## src/rtl/tmds_channel_decoder.sv

```systemverilog
// TMDS channel decoder: turns 10-bit deserialized words into pixel data and
// control bits, and hunts for word alignment using control-token runs,
// requesting a bitslip from the deserializer when no run shows up in time.
module tmds_channel_decoder #(
    parameter int unsigned CTRL_RUN      = 8,
    parameter int unsigned SEARCH_WINDOW = 4096,
    parameter int unsigned LOSS_WINDOW   = 4096,
    parameter int unsigned SLIP_WAIT     = 16
) (
    input  logic       clk,
    input  logic       rst_n,
    input  logic [9:0] tmds_word,
    output logic [7:0] data,
    output logic       de,
    output logic       c0,
    output logic       c1,
    output logic       locked,
    output logic       bitslip,
    output logic [3:0] slip_count
);

    localparam int unsigned RUN_W = 8;
    localparam int unsigned CNT_W = 16;

    typedef enum logic [1:0] {
        ST_SEARCH    = 2'd0,
        ST_SLIP_WAIT = 2'd1,
        ST_LOCKED    = 2'd2
    } state_t;

    state_t             state_q, state_d;
    logic [RUN_W-1:0]   run_q, run_d;
    logic [CNT_W-1:0]   win_q, win_d;
    logic [CNT_W-1:0]   loss_q, loss_d;
    logic [CNT_W-1:0]   wait_q, wait_d;
    logic [3:0]         slip_q, slip_d;
    logic               bitslip_q, bitslip_d;
    logic [7:0]         data_q, data_d;
    logic               de_q, de_d;
    logic               c0_q, c0_d;
    logic               c1_q, c1_d;
    logic               locked_q, locked_d;

    logic               is_tok_c;
    logic [1:0]         ctrl_c;
    logic [7:0]         unmasked_c;
    logic [7:0]         dec_c;
    logic [RUN_W-1:0]   run_next_c;
    logic               qual_c;

    // Control-token detection
    always_comb begin
        is_tok_c = 1'b1;
        ctrl_c   = 2'b00;
        case (tmds_word)
            10'h354: ctrl_c = 2'b00;
            10'h0AB: ctrl_c = 2'b01;
            10'h154: ctrl_c = 2'b10;
            10'h2AB: ctrl_c = 2'b11;
            default: is_tok_c = 1'b0;
        endcase
    end

    // Transition-minimised data decode
    always_comb begin
        unmasked_c = tmds_word[9] ? ~tmds_word[7:0] : tmds_word[7:0];
        dec_c      = 8'h00;
        dec_c[0]   = unmasked_c[0];
        for (int i = 1; i < 8; i++) begin
            dec_c[i] = tmds_word[8] ? (unmasked_c[i] ^ unmasked_c[i-1])
                                    : ~(unmasked_c[i] ^ unmasked_c[i-1]);
        end
    end

    // Saturating token-run counter; qualifying run is the step onto CTRL_RUN
    always_comb begin
        if (!is_tok_c) begin
            run_next_c = '0;
        end else if (run_q >= RUN_W'(CTRL_RUN)) begin
            run_next_c = run_q;
        end else begin
            run_next_c = run_q + RUN_W'(1);
        end
        qual_c = is_tok_c && (run_q == RUN_W'(CTRL_RUN - 1));
    end

    // Alignment FSM next state and output gating on the next state
    always_comb begin
        state_d   = state_q;
        run_d     = run_q;
        win_d     = win_q;
        loss_d    = loss_q;
        wait_d    = wait_q;
        slip_d    = slip_q;
        bitslip_d = 1'b0;
        data_d    = 8'h00;
        de_d      = 1'b0;
        c0_d      = c0_q;
        c1_d      = c1_q;

        case (state_q)
            ST_SEARCH: begin
                if (qual_c) begin
                    state_d = ST_LOCKED;
                    run_d   = run_next_c;
                    win_d   = '0;
                    loss_d  = '0;
                end else if (win_q == CNT_W'(SEARCH_WINDOW - 1)) begin
                    state_d   = ST_SLIP_WAIT;
                    bitslip_d = 1'b1;
                    slip_d    = (slip_q == 4'd9) ? 4'd0 : slip_q + 4'd1;
                    run_d     = '0;
                    win_d     = '0;
                    wait_d    = '0;
                end else begin
                    run_d = run_next_c;
                    win_d = win_q + CNT_W'(1);
                end
            end
            ST_SLIP_WAIT: begin
                run_d = '0;
                if (wait_q == CNT_W'(SLIP_WAIT - 1)) begin
                    state_d = ST_SEARCH;
                    wait_d  = '0;
                    win_d   = '0;
                end else begin
                    wait_d = wait_q + CNT_W'(1);
                end
            end
            ST_LOCKED: begin
                run_d = run_next_c;
                if (qual_c) begin
                    loss_d = '0;
                end else if (loss_q == CNT_W'(LOSS_WINDOW - 1)) begin
                    state_d = ST_SEARCH;
                    run_d   = '0;
                    win_d   = '0;
                    loss_d  = '0;
                end else begin
                    loss_d = loss_q + CNT_W'(1);
                end
            end
            default: begin
                state_d = ST_SEARCH;
                run_d   = '0;
                win_d   = '0;
                loss_d  = '0;
                wait_d  = '0;
            end
        endcase

        if (state_d == ST_LOCKED) begin
            if (is_tok_c) begin
                c1_d = ctrl_c[1];
                c0_d = ctrl_c[0];
            end else begin
                de_d   = 1'b1;
                data_d = dec_c;
            end
        end
        locked_d = (state_d == ST_LOCKED);
    end

    // State, counters and registered outputs
    always_ff @(posedge clk) begin
        if (!rst_n) begin
            state_q   <= ST_SEARCH;
            run_q     <= '0;
            win_q     <= '0;
            loss_q    <= '0;
            wait_q    <= '0;
            slip_q    <= '0;
            bitslip_q <= 1'b0;
            data_q    <= 8'h00;
            de_q      <= 1'b0;
            c0_q      <= 1'b0;
            c1_q      <= 1'b0;
            locked_q  <= 1'b0;
        end else begin
            state_q   <= state_d;
            run_q     <= run_d;
            win_q     <= win_d;
            loss_q    <= loss_d;
            wait_q    <= wait_d;
            slip_q    <= slip_d;
            bitslip_q <= bitslip_d;
            data_q    <= data_d;
            de_q      <= de_d;
            c0_q      <= c0_d;
            c1_q      <= c1_d;
            locked_q  <= locked_d;
        end
    end

    assign data       = data_q;
    assign de         = de_q;
    assign c0         = c0_q;
    assign c1         = c1_q;
    assign locked     = locked_q;
    assign bitslip    = bitslip_q;
    assign slip_count = slip_q;

endmodule

```

## config.mk

```make
export PLATFORM = sky130hd
export DESIGN_NAME = tmds_channel_decoder
export DESIGN_NICKNAME = d
export VERILOG_FILES = /design/src/rtl/tmds_channel_decoder.sv
export SDC_FILE = /design/constraint.sdc
export NUM_CORES = 1
export LEC_CHECK = 0
export ABC_AREA = 1
export BUFFER_PORTS_ARGS = -buffer_cell sky130_fd_sc_hd__buf_4
export CAP_MARGIN = 20
export CORE_MARGIN = 4
export CORE_UTILIZATION = 40
export CTS_CLUSTER_DIAMETER = 60
export DETAILED_ROUTE_END_ITERATION = 8
export GPL_TIMING_DRIVEN = 0
export HOLD_SLACK_MARGIN = 0.06
export PLACE_DENSITY = 0.54
export SYNTH_ARGS = -nofsm -noshare
export SYNTH_HDL_FRONTEND = slang
export SYNTH_SLANG_ARGS = --single-unit
```

## constraint.sdc

```tcl
create_clock -name clk -period 1.8 [get_ports clk]
set_input_delay 0.45 -clock clk [delete_from_list [all_inputs] [get_ports clk]]
set_output_delay 0.45 -clock clk [all_outputs]
set_load 0.01 [all_outputs]
```

==> metrics.txt, run 1 <==
status finished clean; final antenna diode count 0; LEAKAGE roughly 1.9 nW; CTS tree built; slowest stage delay, CP around 0.34 ns; Die X ~110 um; first-pass GRT wire length between 15000 and 20000 um; Reg-to-Reg End wait_q[9]$_SDFFE_PN0P_; syn avg cell area 7.192 um^2; crit path capture type flip-flop; Crit path max-delay family simple AND/OR/NAND/NOR gates; minimum setup slack among reg-to-reg paths about 0.081 ns; CP max FO 10; final setup vio count 0; Hold Path Depth 3; Max transition margin 0.5115; layout cells sized above 1 0.2769; RSZ-0062 raised after global routing no; Max clock buf depth 2; post-detail-place hpwl 7688 um; Worst EP arrival 1.93 ns; gr usage total 0.1739; initial antenna violation count 0; Critical Path RT 2.01 ns; Yosys reg bits 75; cells along the critical path ha_2 > nand3_1 > inv_2 > nand2_1 > inv_2 > nand2_4 > o21ai_2 > nand2_4 > buf_6 > nand2_2 > a21oi_2; Netlist cell types 40; Routed Antenna Nets 0; I/O pins 29; Iteration-0 DRC Markers between 200 and 250; Die H 113.6 um; clock latency on the worst-skew pair around 0.36 ns; Fmax between 500 and 600 MHz; PwrDens 624.6 nW/um^2; Tcrit/Tclk final 0.9548; DR DRC count 0; reg-to-reg startpoint win_q[0]$_SDFFE_PN0P_; drt pass-1 iters 4; Hold Path Sink slip_count[0]$_SDFFE_PN0P_; H-tree depth 3; total CTS buffers 9; CTS root buf clkbuf_8; DR top layer met4; DR vias/cell ~5.1; number of cell rows 38; met2 routed WL around 4900 um; CP max stage cell dfxtp_2; FF-to-FF path depth 11; met1 wire length around 5300 um; pre-CTS setup slack -0.09819 ns; setup TNS 0 ns; net count reported at finish 680; Bufs and invs on worst path 3; HP Start rst_n; largest net degree at the start of global routing 13; die area between 10000 and 15000 um^2; met3 WL around 370 um; syn nets roughly 640; routed vias roughly 4.1k; Mapped Area ~4500 um^2; Routability Congestion approximately 0.85; max cap viols 0; Initial Utilization 0.4096; actual slew at the worst max-slew pin ~0.73 ns; VDD IR-drop max 0.4290 mV; crit path time final 1.719 ns; mean routed wirelength per cell around 13 um; Hold WC Path Type in -> reg; CTS Sinks 75; Mapped Cells just over 600; hold_buf cts 0; sequential share of the synthesized area 0.3367; vias in the first global route between 3k and 4k; Port Buffer Count 27; Final Hold Fails 0; grt total ovfl 0; area of the core 10890 um^2; Post-Route WL about 11000 um; Slew Viols, Final 0; final setup margin 0.08135 ns; clk slew on worst S/H paths 0.08 ns; synth warn 0; Setup CP Type reg -> reg; Area Overhead vs Synth 15.12%; clk_skew approximately 0.011 ns; Worst Setup Start Kind flip-flop
layer usage:
| metal | GRT usage | up-vias |
|---|---|---|
| li1 | - | 2128 |
| met1 | 0.2437 | 1918 |
| met2 | 0.2682 | 76 |
| met3 | 0.02971 | 9 |
| met4 | 0.06490 | 0 |
| met5 | 0 | - |
worst max-delay path by stage:
| stage | cells past startpoint | slack (ns) | startpoint | end |
|---|---|---|---|---|
| floorplan | 10 | 0.21 | wait_q[0]$_SDFFE_PN0P_ | win_q[15]$_SDFFE_PN0P_ |
| global placement | 5 | -0.08 | rst_n | locked$_SDFF_PN0_ |
| detailed placement | 10 | -0.1 | wait_q[0]$_SDFFE_PN0P_ | win_q[10]$_SDFFE_PN0P_ |
| CTS | 10 | 0.008 | wait_q[0]$_SDFFE_PN0P_ | win_q[15]$_SDFFE_PN0P_ |
| global route | 12 | 0.0004 | win_q[1]$_SDFFE_PN0P_ | run_q[3]$_SDFF_PN0_ |
| finish | 11 | 0.08 | win_q[0]$_SDFFE_PN0P_ | wait_q[9]$_SDFFE_PN0P_ |
layout by cell type (no fill, tap or decap), drive strengths merged, types with 5 or more instances in the layout:
cell | synthesis | layout
a21oi | 56 | 56
dfxtp | 75 | 75
nand2 | 161 | 161
buf | 10 | 42
inv | 59 | 60
o21ai | 6 | 6
nor3 | 12 | 12
ha | 5 | 5
nor2 | 84 | 84
clkbuf | 8 | 19
nand3 | 56 | 56
nand3b | 5 | 5
or2 | 12 | 12
nand4 | 39 | 39
xor2 | 17 | 17
layout make-up:
| class | count | area [um^2] |
|---|---|---|
| clock buffer | 11 | 131.4 |
| sequential | 75 | 1511 |
| multi-input combinational | 467 | 2643 |
| inverter | 60 | 227.7 |
| fill | 1083 | 5754 |
| clock inverter | 5 | 77.57 |
| timing repair buffer | 32 | 240.2 |
| tap | 140 | 175.2 |
| buffer | 18 | 127.6 |
flip-flops by register name (all words and copies together), names as in the netlist:
name	cells
loss_q	16
wait_q	16
win_q	16
data	8
run_q	8
slip_count	4
state_q	2
bitslip	1
c0	1
c1	1
de	1
locked	1
power breakdown:
part / internal, W / switching (W) / leakage [nW]
sequential: 0.00166 / 0.00000549 / 0.608
clock: 0.000777 / 0.000633 / 0.103
combinational: 0.0000483 / 0.0000789 / 1.21
stage by stage:
step | cell area, um^2 | total power [W] | hold WS [ns] | util | instances
5_1_grt | 5134 | 0.003342 | 0.3707 | 0.4715 | 808
6_report | 5134 | 0.003207 | 0.3712 | 0.4715 | 808
4_1_cts | 5061 | 0.003251 | 0.3470 | 0.4648 | 804
3_3_place_gp | 4837 | 0.001835 | 0.4310 | 0.4443 | 787
2_1_floorplan | 4459 | 0.001790 | 0.4223 | - | 620
3_5_place_dp | 4837 | 0.001836 | 0.4344 | 0.4443 | 787
kinds of logic after synthesis:
logic type               share of synthesized area
flip-flops                                  0.3367
buffers and inverters                      0.07800
AO/OA/AOI/OAI                              0.09961
adder cells (fa/ha/maj)                    0.01403
multiplexers                              0.002245
XOR/XNOR                                   0.04124
AND/OR/NAND/NOR                             0.4282
worst register-to-register path: stages (launching register included):
cell and delay (ns):
dfxtp_2 0.34, ha_2 0.21, nand3_1 0.10, inv_2 0.10, nand2_1 0.07, inv_2 0.08, nand2_4 0.09, o21ai_2 0.19
nand2_4 0.10, buf_6 0.17, nand2_2 0.07, a21oi_2 0.05
what timing repair did:
action	4_1_cts	5_1_grt
setup endpoints to repair	10	46
pin swaps	1	2
gates resized for setup	3	20
setup buffers	1	4
cell usage after synthesis:
library cell	count	area [um^2]
nand2_4	6	67.56
nor3_1	10	50.05
inv_1	53	198.9
dfxtp_1	75	1501
o2111ai_1	1	8.760
nor2_1	57	214.0
clkinv_2	1	5.000
nand3_2	6	60.06
buf_1	1	3.750
nor2_2	23	143.9
ha_1	5	62.56
xnor2_1	4	35.03
clkbuf_4	1	7.510
nor3_2	1	10.01
nor3b_2	1	12.51
nor2_4	4	45.04
inv_2	6	22.52
or2_2	12	75.07
buf_2	1	5.000
o21bai_1	4	30.03
a21o_1	1	7.510
a21oi_2	20	175.2
nor3_4	1	16.27
nand3b_1	5	37.54
a21oi_1	36	180.2
o21ai_0	5	25.02
nand2_1	127	476.7
nand4_1	39	244.0
mux2i_1	1	10.01
clkbuf_1	7	26.28
a41oi_1	1	8.760
buf_6	3	33.78
and3_1	1	6.260
buf_8	1	15.01
nand3_1	48	240.2
xor2_1	17	148.9
buf_4	4	30.03
o21ai_2	1	8.760
nand2_2	28	175.2
nand3_4	2	35.03
Note: power is estimated with default switching activity, not from simulation.
==> run 2, diff against run 1 <==
--- a/config.mk
+++ b/config.mk
@@ -10,11 +10,13 @@
 export CAP_MARGIN = 20
 export CORE_MARGIN = 4
 export CORE_UTILIZATION = 40
+export CTS_BUF_LIST = sky130_fd_sc_hd__clkbuf_4
 export CTS_CLUSTER_DIAMETER = 60
 export DETAILED_ROUTE_END_ITERATION = 8
 export GPL_TIMING_DRIVEN = 0
 export HOLD_SLACK_MARGIN = 0.06
 export PLACE_DENSITY = 0.54
+export SKIP_CTS_REPAIR_TIMING = 1
 export SYNTH_ARGS = -nofsm -noshare
 export SYNTH_HDL_FRONTEND = slang
 export SYNTH_SLANG_ARGS = --single-unit
==> run 2 against run 1 <==
Largest power group unchanged. Non-clock buffer count up 4. Highest routed layer unchanged. Combinational power about the same. First-iteration DRC count up 9.3%. Critical endpoint is now win_q[9]$_SDFFE_PN0P_.
==> metrics.txt, run 2 (synthesis results as in run 1) <==
final setup vio count 0 (unchanged); Max transition margin 0.5113 (was 0.5115); most frequent cell on the critical path nand2_2; reg-to-reg startpoint wait_q[1]$_SDFFE_PN0P_ (was win_q[0]$_SDFFE_PN0P_); status finished clean (unchanged); gr usage total 0.1736 (was 0.1739); DR vias/cell 5.083 (was 5.113); vias in the first global route 3756 (was 3824); Hold Path Sink slip_count[0]$_SDFFE_PN0P_ (unchanged); grt total ovfl 0 (unchanged); Worst EP arrival 2.03 ns (was 1.93 ns); Die X 113.6 um (unchanged); largest net degree at the start of global routing 13 (unchanged); max cap viols 0 (unchanged); Post-Route WL 10830 um (was 10700 um); die area 12900 um^2 (unchanged); CTS tree built (unchanged); DR DRC count 0 (unchanged); Slew Viols, Final 0 (unchanged); drt pass-1 iters 5 (was 4); CP max FO 6 (was 10); routed vias 4127 (was 4131); clk_skew 0.02019 ns (was 0.01149 ns); Die H 113.6 um (unchanged); total power 0.003003 W (was 0.003207 W); net count reported at finish 684 (was 680); Routability Congestion 0.8481 (unchanged); most common cell after layout, fill and taps aside nand2_1 (unchanged); commonest non-fill, non-tap cells in the layout 125 x nand2_1, 65 x dfxtp_1, 55 x nor2_1 (was 125 x nand2_1, 67 x dfxtp_1, 55 x nor2_1); Worst Setup Start Kind flip-flop (unchanged); Reg-to-Reg End win_q[9]$_SDFFE_PN0P_ (was wait_q[9]$_SDFFE_PN0P_); Hold WC Path Type in -> reg (unchanged); FF-to-FF path depth 10 (was 11); Max clock buf depth 2 (unchanged); CTS Sinks 75 (unchanged); number of cell rows 38 (unchanged); Port Buffer Count 27 (unchanged); CTS root buf clkbuf_4 (was clkbuf_8); post-layout util 0.4752 (was 0.4715); clk slew on worst S/H paths 0.13 ns (was 0.08 ns); slowest stage delay, CP 0.39 ns (was 0.34 ns); initial antenna violation count 0 (unchanged); total CTS buffers 9 (unchanged); layout cells sized above 1 0.2902 (was 0.2769); LEAKAGE 1.909 nW (was 1.919 nW); Iteration-0 DRC Markers 234 (was 214); VDD IR-drop max 0.4037 mV (was 0.4290 mV); Tcrit/Tclk final 0.9504 (was 0.9548); actual slew at the worst max-slew pin 0.7331 ns (was 0.7327 ns); Area Overhead vs Synth 16.02% (was 15.12%); post-detail-place hpwl 7688 um (unchanged); Bufs and invs on worst path 1 (was 3); PwrDens 580.3 nW/um^2 (was 624.6 nW/um^2); clock latency on the worst-skew pair 0.45 ns (was 0.36 ns); Routed Antenna Nets 0 (unchanged); Hold Path Depth 3 (unchanged); final antenna diode count 0 (unchanged); Setup CP Type reg -> reg (unchanged); crit path capture type flip-flop (unchanged); first-pass GRT wire length 18200 um (was 18300 um); mean routed wirelength per cell 13.34 um (was 13.24 um); filler cell count 1084 (was 1083); Crit path max-delay family simple AND/OR/NAND/NOR gates (unchanged); I/O pins 29 (unchanged); Critical Path RT 2.12 ns (was 2.01 ns); cells along the critical path ha_4 > nand2_2 > nor2_4 > and3_4 > nand2_2 > nand2_4 > nand3_4 > clkbuf_16 > nand2_2 > a21oi_2 (was ha_2 > nand3_1 > inv_2 > nand2_1 > inv_2 > nand2_4 > o21ai_2 > nand2_4 > buf_6 > nand2_2 > a21oi_2); Placed Instances 787 (unchanged); H-tree depth 3 (unchanged); largest registers loss_q (16), wait_q (16), win_q (16) (unchanged); CP max stage cell dfxtp_2 (unchanged); area of the core 10890 um^2 (unchanged); minimum setup slack among reg-to-reg paths 0.09 ns (was 0.08 ns); Fmax 584.6 MHz (was 581.9 MHz); final non-filler cell total 812 (was 808); Levels on crit path 10 (was 11); Final Hold Fails 0 (unchanged); HP Start rst_n (unchanged); Initial Utilization 0.4096 (unchanged); crit path time final 1.711 ns (was 1.719 ns)
==> run 2: cell count changes in the layout (fill, tap and decap cells not counted), moves of 2 or more <==
| cell | previous run | this run |
|---|---|---|
| dfxtp_1 | 67 | 65 |
| ha_4 | 0 | 3 |
| clkbuf_1 | 8 | 6 |
| ha_2 | 2 | 0 |
| buf_4 | 36 | 39 |
| clkbuf_8 | 9 | 0 |
| clkbuf_4 | 1 | 12 |
==> run 2: final cells by class <==
cell class	count	area (um^2)	share of cell area
well taps	140	175.2	0.03386
multi-input cells	467	2680	0.5180
clock inverters	5	77.57	0.01499
clock buffers	11	82.58	0.01596
inverters	60	226.5	0.04377
repair buffers	36	287.8	0.05562
plain buffers	18	127.6	0.02467
flip-flops and latches	75	1516	0.2931
==> run 2: worst min-delay path, stage by stage <==
cell	delay, ns
buf_4	0.14
nand2_1	0.06
a21oi_1	0.04
==> run 2: routing by layer <==
| metal | track usage | routed length [um] |
|---|---|---|
| met3 | 0.03130 | 444 |
| met2 | 0.2607 | 4826 |
| met5 | 0 | 0 |
| met1 | 0.2462 | 5386 |
| met4 | 0.06971 | 174 |
==> run 2: per-stage QoR <==
stage                     instance area (um^2)  hold WS [ns]  setup slack [ns]   TNS (ns)
after floorplan                           4459        0.4223            0.2086          0
after global placement                    4837        0.4310          -0.07678     -1.531
after detailed placement                  4837        0.4344          -0.09819     -1.909
after CTS                                 4997        0.2348           -0.1302     -1.036
after global routing                      5174        0.2377         -0.008719  -0.008719
final                                     5174        0.2638           0.08930          0
==> run 2: worst max-delay path by stage <==
stage                      startpoint                endpoint  slack, ns
6_report       wait_q[1]$_SDFFE_PN0P_   win_q[9]$_SDFFE_PN0P_       0.09
2_1_floorplan  wait_q[0]$_SDFFE_PN0P_  win_q[15]$_SDFFE_PN0P_       0.21
3_5_place_dp   wait_q[0]$_SDFFE_PN0P_  win_q[10]$_SDFFE_PN0P_       -0.1
4_1_cts        wait_q[0]$_SDFFE_PN0P_  win_q[15]$_SDFFE_PN0P_      -0.13
3_3_place_gp                    rst_n       locked$_SDFF_PN0_      -0.08
5_1_grt        wait_q[0]$_SDFFE_PN0P_  win_q[15]$_SDFFE_PN0P_     -0.009
==> run 2: where the power goes <==
part | internal (W) | leakage (nW) | switching [W] | total [W]
Sequential | 0.00166 | 0.609 | 0.00000744 | 0.00167
Clock | 0.000590 | 0.0868 | 0.000612 | 0.00120
Combinational | 0.0000501 | 1.21 | 0.0000791 | 0.000129
==> run 3, diff against run 2 <==
--- a/config.mk
+++ b/config.mk
@@ -15,7 +15,7 @@
 export DETAILED_ROUTE_END_ITERATION = 8
 export GPL_TIMING_DRIVEN = 0
 export HOLD_SLACK_MARGIN = 0.06
-export PLACE_DENSITY = 0.54
+export PLACE_DENSITY = 0.68
 export SKIP_CTS_REPAIR_TIMING = 1
 export SYNTH_ARGS = -nofsm -noshare
 export SYNTH_HDL_FRONTEND = slang
==> run 3 against run 2 <==
Global-route usage decreased by 0.90 points. Setup slack improved by 0.00064 ns. Sequential share of layout area increased by 0.54 points. Combinational power about the same. Worst hold slack improved by 0.024 ns. Critical path type unchanged.
==> metrics.txt, run 3 (synthesis results as in run 1) <==
largest registers loss_q (16), wait_q (16), win_q (16) (unchanged); vias in the first global route 3925 (was 3756); clk slew on worst S/H paths 0.12 ns (was 0.13 ns); CTS Sinks 75 (unchanged); Final Hold Fails 0 (unchanged); Tcrit/Tclk final 0.9500 (was 0.9504); commonest non-fill, non-tap cells in the layout 125 x nand2_1, 63 x dfxtp_1, 56 x nor2_1 (was 125 x nand2_1, 65 x dfxtp_1, 55 x nor2_1); Clock Power Share 0.361 (was 0.400); Switching Share 0.2488 (was 0.2326); H-tree depth 3 (unchanged); filler cell count 1073 (was 1084); pre-CTS setup slack -0.07931 ns (was -0.09819 ns); setup TNS 0 ns (unchanged); total CTS buffers 9 (unchanged); clock latency on the worst-skew pair 0.43 ns (was 0.45 ns); most frequent cell on the critical path nand2_2 (unchanged); clk_skew 0.01710 ns (was 0.02019 ns); Crit path max-delay family simple AND/OR/NAND/NOR gates (unchanged); Die H 113.6 um (unchanged); largest net degree at the start of global routing 13 (unchanged); LEAKAGE 1.882 nW (was 1.909 nW); Worst EP arrival 2.01 ns (was 2.03 ns); Setup CP Type reg -> reg (unchanged); Levels on crit path 10 (unchanged); mean routed wirelength per cell 12.74 um (was 13.34 um); final antenna diode count 0 (unchanged); most common cell after layout, fill and taps aside nand2_1 (unchanged); die area 12900 um^2 (unchanged); gr usage total 0.1646 (was 0.1736); final setup margin 0.08995 ns (was 0.08930 ns); Routability Congestion 0.9080 (was 0.8481); VDD IR-drop max 0.3414 mV (was 0.4037 mV); post-detail-place hpwl 7476 um (was 7688 um); DR vias/cell 5.147 (was 5.083); routed vias 4174 (was 4127); Multi-input gate area 2645 um^2 (was 2680 um^2); Bufs and invs on worst path 1 (unchanged); Area Overhead vs Synth 13.92% (was 16.02%); initial antenna violation count 0 (unchanged); FF-to-FF path depth 10 (unchanged); crit path time final 1.710 ns (was 1.711 ns); CTS tree built (unchanged); max cap viols 0 (unchanged); cells along the critical path ha_2 > nand2_2 > nor2_4 > and3_1 > nand2_2 > nand2_2 > nand3_4 > buf_8 > nand2_1 > a21oi_2 (was ha_4 > nand2_2 > nor2_4 > and3_4 > nand2_2 > nand2_4 > nand3_4 > clkbuf_16 > nand2_2 > a21oi_2); DR DRC count 0 (unchanged); grt total ovfl 0 (unchanged); switching power 0.0007024 W (was 0.0006982 W); Reg area 1516 um^2 (unchanged); CP max stage cell dfxtp_2 (unchanged); Worst Setup Start Kind flip-flop (unchanged); combinational fraction of design power 0.046 (was 0.043); area of the core 10890 um^2 (unchanged); Die X 113.6 um (unchanged); Hold WC Path Type in -> reg (unchanged); Post-Route WL 10330 um (was 10830 um); actual slew at the worst max-slew pin 0.7700 ns (was 0.7331 ns); final setup vio count 0 (unchanged); Critical Path RT 2.10 ns (was 2.12 ns); Port Buffer Count 27 (unchanged); Hold Path Depth 3 (unchanged); Max clock buf depth 2 (unchanged); final non-filler cell total 811 (was 812); slowest stage delay, CP 0.36 ns (was 0.39 ns); layout cells sized above 1 0.2846 (was 0.2902); net count reported at finish 684 (unchanged); status finished clean (unchanged); Slew Viols, Final 0 (unchanged); Placed Instances 787 (unchanged); I/O pins 29 (unchanged); PwrDens 555.7 nW/um^2 (was 580.3 nW/um^2); number of cell rows 38 (unchanged); Max transition margin 0.4867 (was 0.5113); Fmax 584.8 MHz (was 584.6 MHz); drt pass-1 iters 5 (unchanged); CP max FO 10 (was 6); first-pass GRT wire length 17820 um (was 18200 um); crit path capture type flip-flop (unchanged); Initial Utilization 0.4096 (unchanged); part of the power in registers 0.593 (was 0.557); CTS root buf clkbuf_4 (unchanged); Final Hold Slack 0.2877 ns (was 0.2638 ns); Iteration-0 DRC Markers 174 (was 234); Routed Antenna Nets 0 (unchanged); Pint 0.002120 W (was 0.002304 W)
## run 3: power groups by stage
stage	clock, W	combinational, W	sequential, W
after floorplan	0	0.0000834	0.00171
after detailed placement	0	0.000127	0.00171
after global placement	0	0.000124	0.00171
after CTS	0.00104	0.000128	0.00167
after global routing	0.00111	0.000144	0.00168
final	0.00102	0.000129	0.00167
## run 3: stage by stage
step                        util  area [um^2]  total power [W]
after CTS                 0.4558         4962         0.002835
after detailed placement  0.4443         4837         0.001835
final                     0.4666         5080         0.002823
after global placement    0.4443         4837         0.001831
after floorplan                -         4459         0.001790
after global routing      0.4666         5080         0.002928
## run 3: final cells by class
class / count / area share
buffer: 18 / 0.02389
clock buffer: 9 / 0.01330
clock inverter: 6 / 0.01133
inverter: 60 / 0.04458
multi-input combinational: 467 / 0.5207
sequential: 75 / 0.2985
tap: 140 / 0.03448
timing repair buffer: 36 / 0.05320
## run 3: worst min-delay path, stage by stage
cell and delay (ns):
buf_4 0.14, nand2_1 0.06, nor2_1 0.03
## run 3: per-layer routing
metal,vias to the layer above,global-route usage,routed length [um]
met4,0,0.05929,129
met5,-,0,0
met2,96,0.2674,4752
met3,11,0.02440,503
met1,1934,0.2227,4945
li1,2133,-,-
## run 3: worst paths after layout
kind	start	end	slack, ns
min reg2reg	run_q[6]$_SDFF_PN0_	run_q[6]$_SDFF_PN0_	0.46
min	rst_n	c1$_SDFFE_PN0P_	0.29
max reg2reg	wait_q[1]$_SDFFE_PN0P_	win_q[15]$_SDFFE_PN0P_	0.09
max	wait_q[1]$_SDFFE_PN0P_	win_q[15]$_SDFFE_PN0P_	0.09
